**config.mk**
```make
export PLATFORM = sky130hd
export DESIGN_NAME = multicycle_sequencer
export DESIGN_NICKNAME = d
export VERILOG_FILES = /design/src/rtl/multicycle_sequencer.sv
export SDC_FILE = /design/constraint.sdc
export NUM_CORES = 1
export LEC_CHECK = 0
export CORE_MARGIN = 2
export CORE_UTILIZATION = 49
export DETAILED_ROUTE_END_ITERATION = 10
export PLACE_DENSITY = 0.83
export SYNTH_ARGS = -nofsm -noshare
export SYNTH_HDL_FRONTEND = slang
export SYNTH_SLANG_ARGS = --single-unit
```
**constraint.sdc**
```tcl
create_clock -name clk -period 5.6 [get_ports clk]
set_input_delay 1.12 -clock clk [delete_from_list [all_inputs] [get_ports clk]]
set_output_delay 1.12 -clock clk [all_outputs]
set_load 0.005 [all_outputs]
```
**src/rtl/multicycle_sequencer.sv**
```systemverilog
// Multicycle instruction sequencer: fetch / load-IR / decode / execute loop
// over N_UNITS execution units with a one-hot start/done handshake, EBREAK
// halt, illegal-selection and watchdog traps, single-step and counters.
module multicycle_sequencer #(
  parameter int unsigned ILEN         = 32,
  parameter int unsigned N_UNITS      = 3,
  parameter int unsigned CNT_W        = 64,
  parameter int unsigned MEM_TIMEOUT  = 255,
  parameter int unsigned EXEC_TIMEOUT = 1023
) (
  input  logic               clk,
  input  logic               reset,
  input  logic               start,
  input  logic               step_mode,
  input  logic               step,
  input  logic [ILEN-1:0]    insn,
  input  logic               memory_done,
  output logic               memory_start,
  output logic               load_ins,
  input  logic [N_UNITS-1:0] unit_sel,
  output logic [N_UNITS-1:0] unit_start,
  input  logic [N_UNITS-1:0] unit_done,
  output logic               busy,
  output logic               halted,
  output logic               trap,
  output logic [1:0]         trap_cause,
  output logic [2:0]         state_dbg,
  output logic [CNT_W-1:0]   cycle_count,
  output logic [CNT_W-1:0]   instret_count
);

  localparam logic [2:0] StIdle     = 3'd0;
  localparam logic [2:0] StFetch    = 3'd1;
  localparam logic [2:0] StLoadIr   = 3'd2;
  localparam logic [2:0] StDecode   = 3'd3;
  localparam logic [2:0] StExec     = 3'd4;
  localparam logic [2:0] StStepWait = 3'd5;
  localparam logic [2:0] StHalt     = 3'd6;
  localparam logic [2:0] StTrap     = 3'd7;

  localparam logic [ILEN-1:0] Ebreak = ILEN'(32'h0010_0073);

  // Watchdog fires in the cycle where the count of cycles spent reaches the limit.
  localparam bit          MemTmoEn  = (MEM_TIMEOUT != 0);
  localparam bit          ExecTmoEn = (EXEC_TIMEOUT != 0);
  localparam logic [15:0] MemLimit  = 16'(MEM_TIMEOUT - 1);
  localparam logic [15:0] ExecLimit = 16'(EXEC_TIMEOUT - 1);

  logic [2:0]         state_q, state_d;
  logic [N_UNITS-1:0] sel_q, sel_d;
  logic [15:0]        tmo_q, tmo_d;
  logic [1:0]         cause_q, cause_d;
  logic [CNT_W-1:0]   cycle_q, cycle_d;
  logic [CNT_W-1:0]   instret_q, instret_d;
  logic               sel_onehot;
  logic               cyc_inc;

  assign sel_onehot = (unit_sel != '0) && ((unit_sel & (unit_sel - N_UNITS'(1))) == '0);

  // Next-state, watchdog, trap cause and counter update.
  always_comb begin
    state_d   = state_q;
    sel_d     = sel_q;
    cause_d   = cause_q;
    instret_d = instret_q;
    tmo_d     = '0;
    case (state_q)
      StIdle: begin
        if (start) state_d = StFetch;
      end
      StFetch: begin
        if (memory_done) begin
          state_d = StLoadIr;
        end else if (MemTmoEn && (tmo_q == MemLimit)) begin
          state_d = StTrap;
          cause_d = 2'd1;
        end else begin
          tmo_d = tmo_q + 16'd1;
        end
      end
      StLoadIr: state_d = StDecode;
      StDecode: begin
        if (insn == Ebreak) begin
          state_d = StHalt;
        end else if (!sel_onehot) begin
          state_d = StTrap;
          cause_d = 2'd2;
        end else begin
          sel_d   = unit_sel;
          state_d = StExec;
        end
      end
      StExec: begin
        if ((unit_done & sel_q) != '0) begin
          instret_d = instret_q + CNT_W'(1);
          state_d   = step_mode ? StStepWait : StFetch;
        end else if (ExecTmoEn && (tmo_q == ExecLimit)) begin
          state_d = StTrap;
          cause_d = 2'd3;
        end else begin
          tmo_d = tmo_q + 16'd1;
        end
      end
      StStepWait: begin
        if (step) state_d = StFetch;
      end
      default: begin
        // HALT and TRAP are sticky until restarted.
        if (start) begin
          state_d = StFetch;
          cause_d = 2'd0;
        end
      end
    endcase
    // The visible count includes the cycle currently being spent in an active state.
    cyc_inc = (state_d != StIdle) && (state_d != StHalt) && (state_d != StTrap);
    cycle_d = cycle_q + CNT_W'(cyc_inc);
  end

  // State registers with synchronous reset.
  always_ff @(posedge clk) begin
    if (reset) begin
      state_q   <= StIdle;
      sel_q     <= '0;
      tmo_q     <= '0;
      cause_q   <= 2'd0;
      cycle_q   <= '0;
      instret_q <= '0;
    end else begin
      state_q   <= state_d;
      sel_q     <= sel_d;
      tmo_q     <= tmo_d;
      cause_q   <= cause_d;
      cycle_q   <= cycle_d;
      instret_q <= instret_d;
    end
  end

  // Moore outputs decoded from registered state.
  always_comb begin
    memory_start  = (state_q == StFetch);
    load_ins      = (state_q == StLoadIr);
    unit_start    = (state_q == StExec) ? sel_q : '0;
    busy          = (state_q == StFetch) || (state_q == StLoadIr) ||
                    (state_q == StDecode) || (state_q == StExec);
    halted        = (state_q == StHalt);
    trap          = (state_q == StTrap);
    trap_cause    = cause_q;
    state_dbg     = state_q;
    cycle_count   = cycle_q;
    instret_count = instret_q;
  end

endmodule
```
Word-level counts from Yosys, hierarchy flattened
Cells that the tools add are included.
W data, S select, Z words.
Storage, ports and cells
  word-level logic and storage cells: 72
  register bits: 152
  bits of input ports: 44
  output and inout bits: 141
Operators by class
  muxes and demuxes: 24
  bitwise gates (word level): 4
  equality and inequality tests: 18
  $add $sub $neg: 4
  reduce and logical (&&, ||, !) cells: 16
Operators with widths (number)
  $add A64 B1 Y64: 1
  $add A64 B1 Y64 const B: 1
  $mux W16: 4
  $eq A32 B21 Y1 const B: 1
  $pmux W16 S2: 1
  $mux W3: 8
  $mux W2: 9
  $add A16 B1 Y16 const B: 1
  $eq A16 B10 Y1 const B: 1
  $eq A16 B8 Y1 const B: 1
  $pmux W3 S5: 1
  $eq A3 B3 Y1 const B: 4
  $ne A2 B2 Y1 const B: 5
  $reduce_bool A3 Y1: 3
  $pmux W2 S4: 1
  $reduce_and A8 Y1: 1
  $and A3 B3 Y3: 2
  $eq A3 B2 Y1 const B: 2
  $logic_not A3 Y1: 2
  $ne A3 B3 Y1 const B: 2
  $reduce_bool A4 Y1: 1
  $eq A3 B1 Y1 const B: 1
  $logic_and A1 B1 Y1: 3
  $logic_or A1 B1 Y1: 3
  6 further kinds: 7

Logic depth before layout (Yosys ltp)
Gate-level depths: netlist of run 1.
  word-level depth: 11
  depth in mapped cells: 19
  mapped depth without buffers: 16

Least setup slack after synthesis of run 1
Ideal clock, no wire load.
  kind: input to register
  from: in unit_done[0]
  to: reg cycle_q[58] (netlist: cycle_count[58])
  stages on the path: 16
  arrival time: 4.225 ns
  setup slack: 1.247 ns
  required time: 5.472 ns
  path buffers: 2
  setup time: 0.128 ns
  cell sequence: a222oi_1 -> clkbuf_1 -> a32oi_1 -> o21ai_0 -> a31oi_1 -> nor4b_1 -> o21ai_0 -> ha_1 -> ha_1 -> and4_1 -> clkbuf_1 -> nand2_1 -> or3_1 -> nor4_1 -> xnor2_1 -> nor2_1
On the way
  word-level cells in the longest chain between the ends: 8
  elaborated cells between the ends (all ways): 10
  classes of those cells: add/sub: 1; eq/ne: 2; mux: 2; bitwise: 1; reduce/logical: 4
Ends and longest elaborated chain
  from (decl): RTL line 22  | input logic [N_UNITS-1:0] unit_done,
  $and A3 B3 Y3 (*): RTL line 94  | if ((unit_done & sel_q) != '0) begin
  $reduce_bool A3 Y1 (*): RTL line 94
  $mux W3 (*): RTL line 94
  $pmux W3 S5 (*): RTL line 67  | case (state_q)
  $ne A3 B3 Y1 or $reduce_bool A3 Y1 (tied branches): RTL line 116  | cyc_inc = (state_d != StIdle) && (state_d != StHalt) && (state_d != StTrap);
  $logic_and A1 B1 Y1: RTL line 116
  $logic_and A1 B1 Y1 (*): RTL line 116
  $add A64 B1 Y64 (*): RTL line 117  | cycle_d = cycle_q + CNT_W'(cyc_inc);
  to (signal assigned): RTL line 134  | cycle_q <= cycle_d;
  to (decl): RTL line 53  | logic [CNT_W-1:0] cycle_q, cycle_d;
Every way passes the cells marked *; elsewhere a longest branch is shown, timed or not.
A chain may end at the register's enable or synchronous reset.

Worst setup path after layout of run 1
  from: in unit_done[0]
  to: reg cycle_q[36] (netlist: cycle_count[36])
The elaborated chain is that of the path after synthesis.

==> run metrics, run 1 <==
deepest clock path buffer count=2; Core Util, Final=67.4%; DP Worst Slack=0.431 ns; Max H-tree Level=4; register area share after synthesis=42.1%; initial antenna violation count=0; # nets final=1079; Mean Syn Cell Area=8.38 µm²; DRC Markers=0; antenna viol nets, final=0; status=finished, final reports clean; arrival time at the worst endpoint=5.03 ns; Comb pwr share=5.7%; TNS Setup=0 ns; WL/cell=15.4 µm; Yosys warning count=0; clock sink count=152; clk_lat worst skew=around 0.42 ns; post-CTS sizing=0; layout cells sized above 1=5.94%; Die Y=125 µm; Max Freq=211 MHz; total internal power=1.84 mW; Post-CTS Setup Inserts=0; overall routing resource usage=between 20 and 25%; syn nets=912; commonest cells after routing, fill and taps aside=clkdlybuf4s50_1, dfxtp_1, nor2_1, xnor2_1, nand2_1; vias=6849; row count=44; critical path capture point type=register; hpwl dp=13000 µm; Setup violations, final=0; final wirelength=18900 µm; Gate Count Post-Synth=around 860; antenna diode count=0; CP max-delay cell=nor3_2; final RePlAce weighted congestion=0.822; Leak=3.20 nW; Syn-to-layout area delta=34.9%; Final Hold Vio Count=0; CP required=between 5 and 6 ns; Worst Path Max Fanout=10; register bit total from synthesis=152; FFs w/ async S/R, synth=0%; Post-Route Skew=0.0118 ns; fin crit share=84.7%; Die Wd=125 µm; fin worst setup slack=about 0.86 ns; CP cell instances=clkdlybuf4s50_1, a222oi_1, a32oi_1, o21ai_0, a31oi_1, nor4b_1, o21ai_0, ha_1, ha_1, and4_1, nand2_1, nor3_2, nand3_1, xor2_1, nor2_1; area of the mapped netlist=0.00723 mm²; switching power=536 µW; CTS tree=built; largest net degree at the start of global routing=80; Slew @ Worst Pin=a little over 0.8 ns; most common cell after layout, fill and taps aside=clkdlybuf4s50_1; Top FF cell, synth=dfxtp_1; WHS=roughly 0.48 ns; slowest stage delay, CP=0.67 ns; Clock transition at path regs=0.06 ns; die area=0.0157 mm²; Clk network pwr share=47.7%; RSZ-0062 raised after global routing=false; Starting DRT DRC Count=520; Slew Limit Headroom=between 40 and 50%; IO buf count=184; total gr overflow=0; Post-synth EDFFs=0; Starting Density=49.9%; min cycle time layout=4.74 ns; critical path launch point type=input pin; CTS Buf Count=17; maxcap violations=0; share of power burned in registers=46.6%; CORE AREA=0.0145 mm²; Cell variety after synth=50; Post-CTS Hold Buffers=0; power per cell area=243 mW/mm²; vias in the first global route=between 6000 and 7000; sw frac=22.6%; first-pass GRT wire length=~31000 µm; io pins=185; VDD IR max=0.209 mV; Final Max Tran Viols=0; total chip power=between 2 and 2.5 mW; First-pass DRT Iterations=5; post-DR vias/cell=5.58; worst min path class=reg -> reg; Crit Path Class=in -> reg; clk root buf=clkbuf_16
power groups by stage:
stage | Combinational [mW] | Clock (mW) | Sequential (mW)
after floorplan | 0.0631 | 0 | 1.12
after global placement | 0.133 | 0 | 1.13
after detailed placement | 0.133 | 0 | 1.13
after CTS | 0.136 | 1.15 | 1.11
after global routing | 0.149 | 1.20 | 1.11
final | 0.135 | 1.13 | 1.11
logic make-up (layout without fill, tap and decap cells):
family,count (synthesis),in the layout,share of synthesized area [%]
DFF,152,152,42.1
AOI/OAI and AO/OA,69,69,5.50
buffers and inverters,66,246,3.70
adders and majority gates,5,5,0.865
muxes,3,3,0.415
and+or+nand+nor,444,444,32.4
xor gates and xnor gates,124,124,15.0
critical path, delay by kind of cell:
kind,cells,cell delay (ns)
buf+inv,1,0.41
xor+xnor,1,0.20
fa+ha+maj,2,0.41
simple gates,6,1.61
compound gates,5,1.27
sequential cells by signal, indices dropped and copies added (netlist names):
register       flops
tmo_q             16
trap_cause         2
state_dbg          3
sel_q              3
cycle_count       64
instret_count     64
final timing paths:
path / slack (ns) / start / endpoint / cells past startpoint
worst max-delay path: 0.86 / unit_done[0] / cycle_count[36] / 15
worst min-delay path: 0.48 / trap_cause[1] / trap_cause[1] / 2
worst max register to register: 1.04 / tmo_q[1] / cycle_count[36] / 15
worst min register to register: 0.48 / trap_cause[1] / trap_cause[1] / 2
routing by layer:
layer  up-vias  wire, µm  part of all wire (%)  GRT usage [%]
li1       3321         -                     -              -
met1      3223      8110                    43           30.5
met2       256      8940                    47           39.0
met3        49      1310                   6.9           7.06
met4         0       537                   2.8           9.35
met5         -         0                     0              0
stage by stage:
stage	area (µm²)	cells
3_3_place_gp	9170	1195
2_1_floorplan	7230	863
4_1_cts	9760	1227
5_1_grt	9760	1227
6_report	9760	1227
3_5_place_dp	9170	1195
synth_stat cells, types with 4 or more instances:
cell / number / share of area [%]
o21ai_0: 30 / 2.1
and3_1: 14 / 1.2
dfxtp_1: 152 / 42
nand2_1: 56 / 2.9
and4_1: 16 / 1.9
nor2_1: 150 / 7.8
xnor2_1: 70 / 8.5
nand3_1: 55 / 3.8
clkbuf_1: 35 / 1.8
ha_1: 5 / 0.87
inv_1: 25 / 1.3
xor2_1: 54 / 6.5
nor4_2: 6 / 1.0
and2_1: 7 / 0.61
nor3_1: 20 / 1.4
buf_2: 4 / 0.28
a21oi_1: 23 / 1.6
nor4_1: 31 / 2.7
nor2b_1: 6 / 0.52
nand4_1: 35 / 3.0
or3_1: 23 / 2.0
final cells by class:
cell class | count | area [µm²]
Clock buffer | 19 | 443
Clock inverter | 13 | 148
Fill cell | 1153 | 4720
Inverter | 25 | 93.8
Multi-Input combinational cell | 645 | 3920
Sequential cell | 152 | 3040
Tap cell | 184 | 230
Timing Repair Buffer | 189 | 1880
Power figures use the tool's default switching activity.
==> run 2, diff against run 1 <==
- clock period: 5.6 -> 4.7 ns (I/O delays scaled with it)
==> run metrics, run 2 (synthesized netlist as in run 1, its figures left out) <==
worst min path class=reg -> reg; maxcap violations=0; Post-Route Skew=roughly 0.0093 ns; Max H-tree Level=4; Reg2Reg Depth=15; worst-case hold path end point=trap_cause[1]; commonest cells after routing, fill and taps aside=clkdlybuf4s50_1, dfxtp_1, nor2_1, xnor2_1, nand2_1; VDD IR max=0.254 mV; # nets final=1084; RR Startpoint=tmo_q[1]; Placed Cells=1200; CTS tree=built; First-pass DRT Iterations=6; Clk network pwr share=about half; TNS Setup=0 ns; arrival time at the worst endpoint=4.65 ns; clk root buf=clkbuf_16; slowest stage delay, CP=0.54 ns; Die Y=125 µm; RSZ-0062 raised after global routing=false; Leak=between 3 and 4 nW; critical path capture point type=register; io pins=between 150 and 200; post-DR vias/cell=5.61; Starting DRT DRC Count=about 510; CP max-delay cell=or4_4; share of power burned in registers=44.9%; Starting Density=49.9%; CP required=4.98 ns; sw frac=20.5%; fin crit share=92.9%; clk_lat worst skew=0.43 ns; Final Max Tran Viols=0; clock sink count=152; Slew Limit Headroom=around 36%; Max Freq=between 200 and 250 MHz; total gr overflow=0; deepest clock path buffer count=2; Syn-to-layout area delta=35.9%; Comb pwr share=~5.4%; antenna diode count=0; vias in the first global route=about 6400; overall routing resource usage=23.9%; Core Util, Final=about two thirds; switching power=602 µW; Worst R2R End=cycle_count[58]; layout cells sized above 1=6.02%; DRC Markers=0; Worst Path Max Fanout=6; critical path launch point type=register; WL/cell=15.4 µm; CTS Buf Count=17; min cycle time layout=4.37 ns; first-pass GRT wire length=31000 µm; Clock transition at path regs=0.06 ns; Final Hold Vio Count=0; Setup violations, final=0; final wirelength=18900 µm; Die Wd=125 µm; CORE AREA=0.0145 mm²; most common cell after layout, fill and taps aside=clkdlybuf4s50_1; hold path depth=2; Crit Path Class=reg -> reg; die area=0.0157 mm²; power per cell area=299 mW/mm²; initial antenna violation count=0; WHS=between 0.4 and 0.5 ns; final RePlAce weighted congestion=0.835; antenna viol nets, final=0; vias=6898; hpwl dp=roughly 13000 µm; Slew @ Worst Pin=0.966 ns; setup slack, reg-to-reg=between 0.3 and 0.4 ns; most frequent cell on the critical path=ha_1; Finished Layout Cells=1230; row count=44; Post-CTS Setup Inserts=0; status=finished, final reports clean; CP cell instances=ha_1, or4b_1, or4_4, or4_4, a21boi_2, o21ai_0, o21ai_0, ha_1, ha_1, and4_1, nand2_1, or3_1, nor4_1, xnor2_1, nor2_1; largest net degree at the start of global routing=94; total internal power=2.34 mW; hold_sp=trap_cause[1]; IO buf count=around 180
[run 2: metal layers]
layer,vias to the layer above,GRT usage [%],part of all wire [%]
met1,3240,29.8,42
met5,-,0,0
li1,3330,-,-
met3,44,6.38,7.4
met4,0,10.4,2.7
met2,284,39.0,48
[run 2: worst max-delay path by stage]
stage	start	endpoint	slack, ns	cells after the start
final	tmo_q[1]	cycle_count[58]	0.33	15
after global routing	tmo_q[0]	cycle_count[58]	0.04	16
after CTS	tmo_q[0]	cycle_count[58]	0.29	16
after detailed placement	unit_done[0]	cycle_count[58]	0.11	15
after global placement	unit_done[0]	cycle_count[58]	0.22	15
after floorplan	unit_done[0]	cycle_count[62]	0.53	16
[run 2: per-stage QoR]
stage	power [mW]	cell area, µm²	setup WS, ns
2_1_floorplan	1.41	7230	0.527
3_3_place_gp	1.51	9200	0.218
3_5_place_dp	1.51	9200	0.112
4_1_cts	2.95	9830	0.293
5_1_grt	3.02	9830	0.0385
6_report	2.94	9830	0.333
[run 2: layout make-up]
cell class                 count  area [µm²]
clock buffer                  21         450
clock inverter                 9         174
fill                        1134        4650
inverter                      25        93.8
multi-input combinational    645        3920
sequential                   152        3040
tap                          184         230
timing repair buffer         194        1910
[run 2: critical path: cells and delay by family, from the launching register on]
kind	cells	cell delay, ns
AO/OA/AOI/OAI	3	0.39
XOR/XNOR	1	0.17
adder cells (fa/ha/maj)	3	0.59
flip-flops	1	0.43
AND/OR/NAND/NOR	8	2.65
[run 2: timing repair]
action,CTS,global route
hold endpoints to repair,0,0
hold buffers,0,0
gates resized for setup,0,1
endpoints found under the setup margin,0,2
[run 2: power groups by stage]
stage | logic, mW | clock network (mW) | registers (mW)
5_1_grt | 0.176 | 1.52 | 1.32
3_3_place_gp | 0.159 | 0 | 1.35
2_1_floorplan | 0.0752 | 0 | 1.34
3_5_place_dp | 0.160 | 0 | 1.35
4_1_cts | 0.161 | 1.47 | 1.32
6_report | 0.160 | 1.46 | 1.32
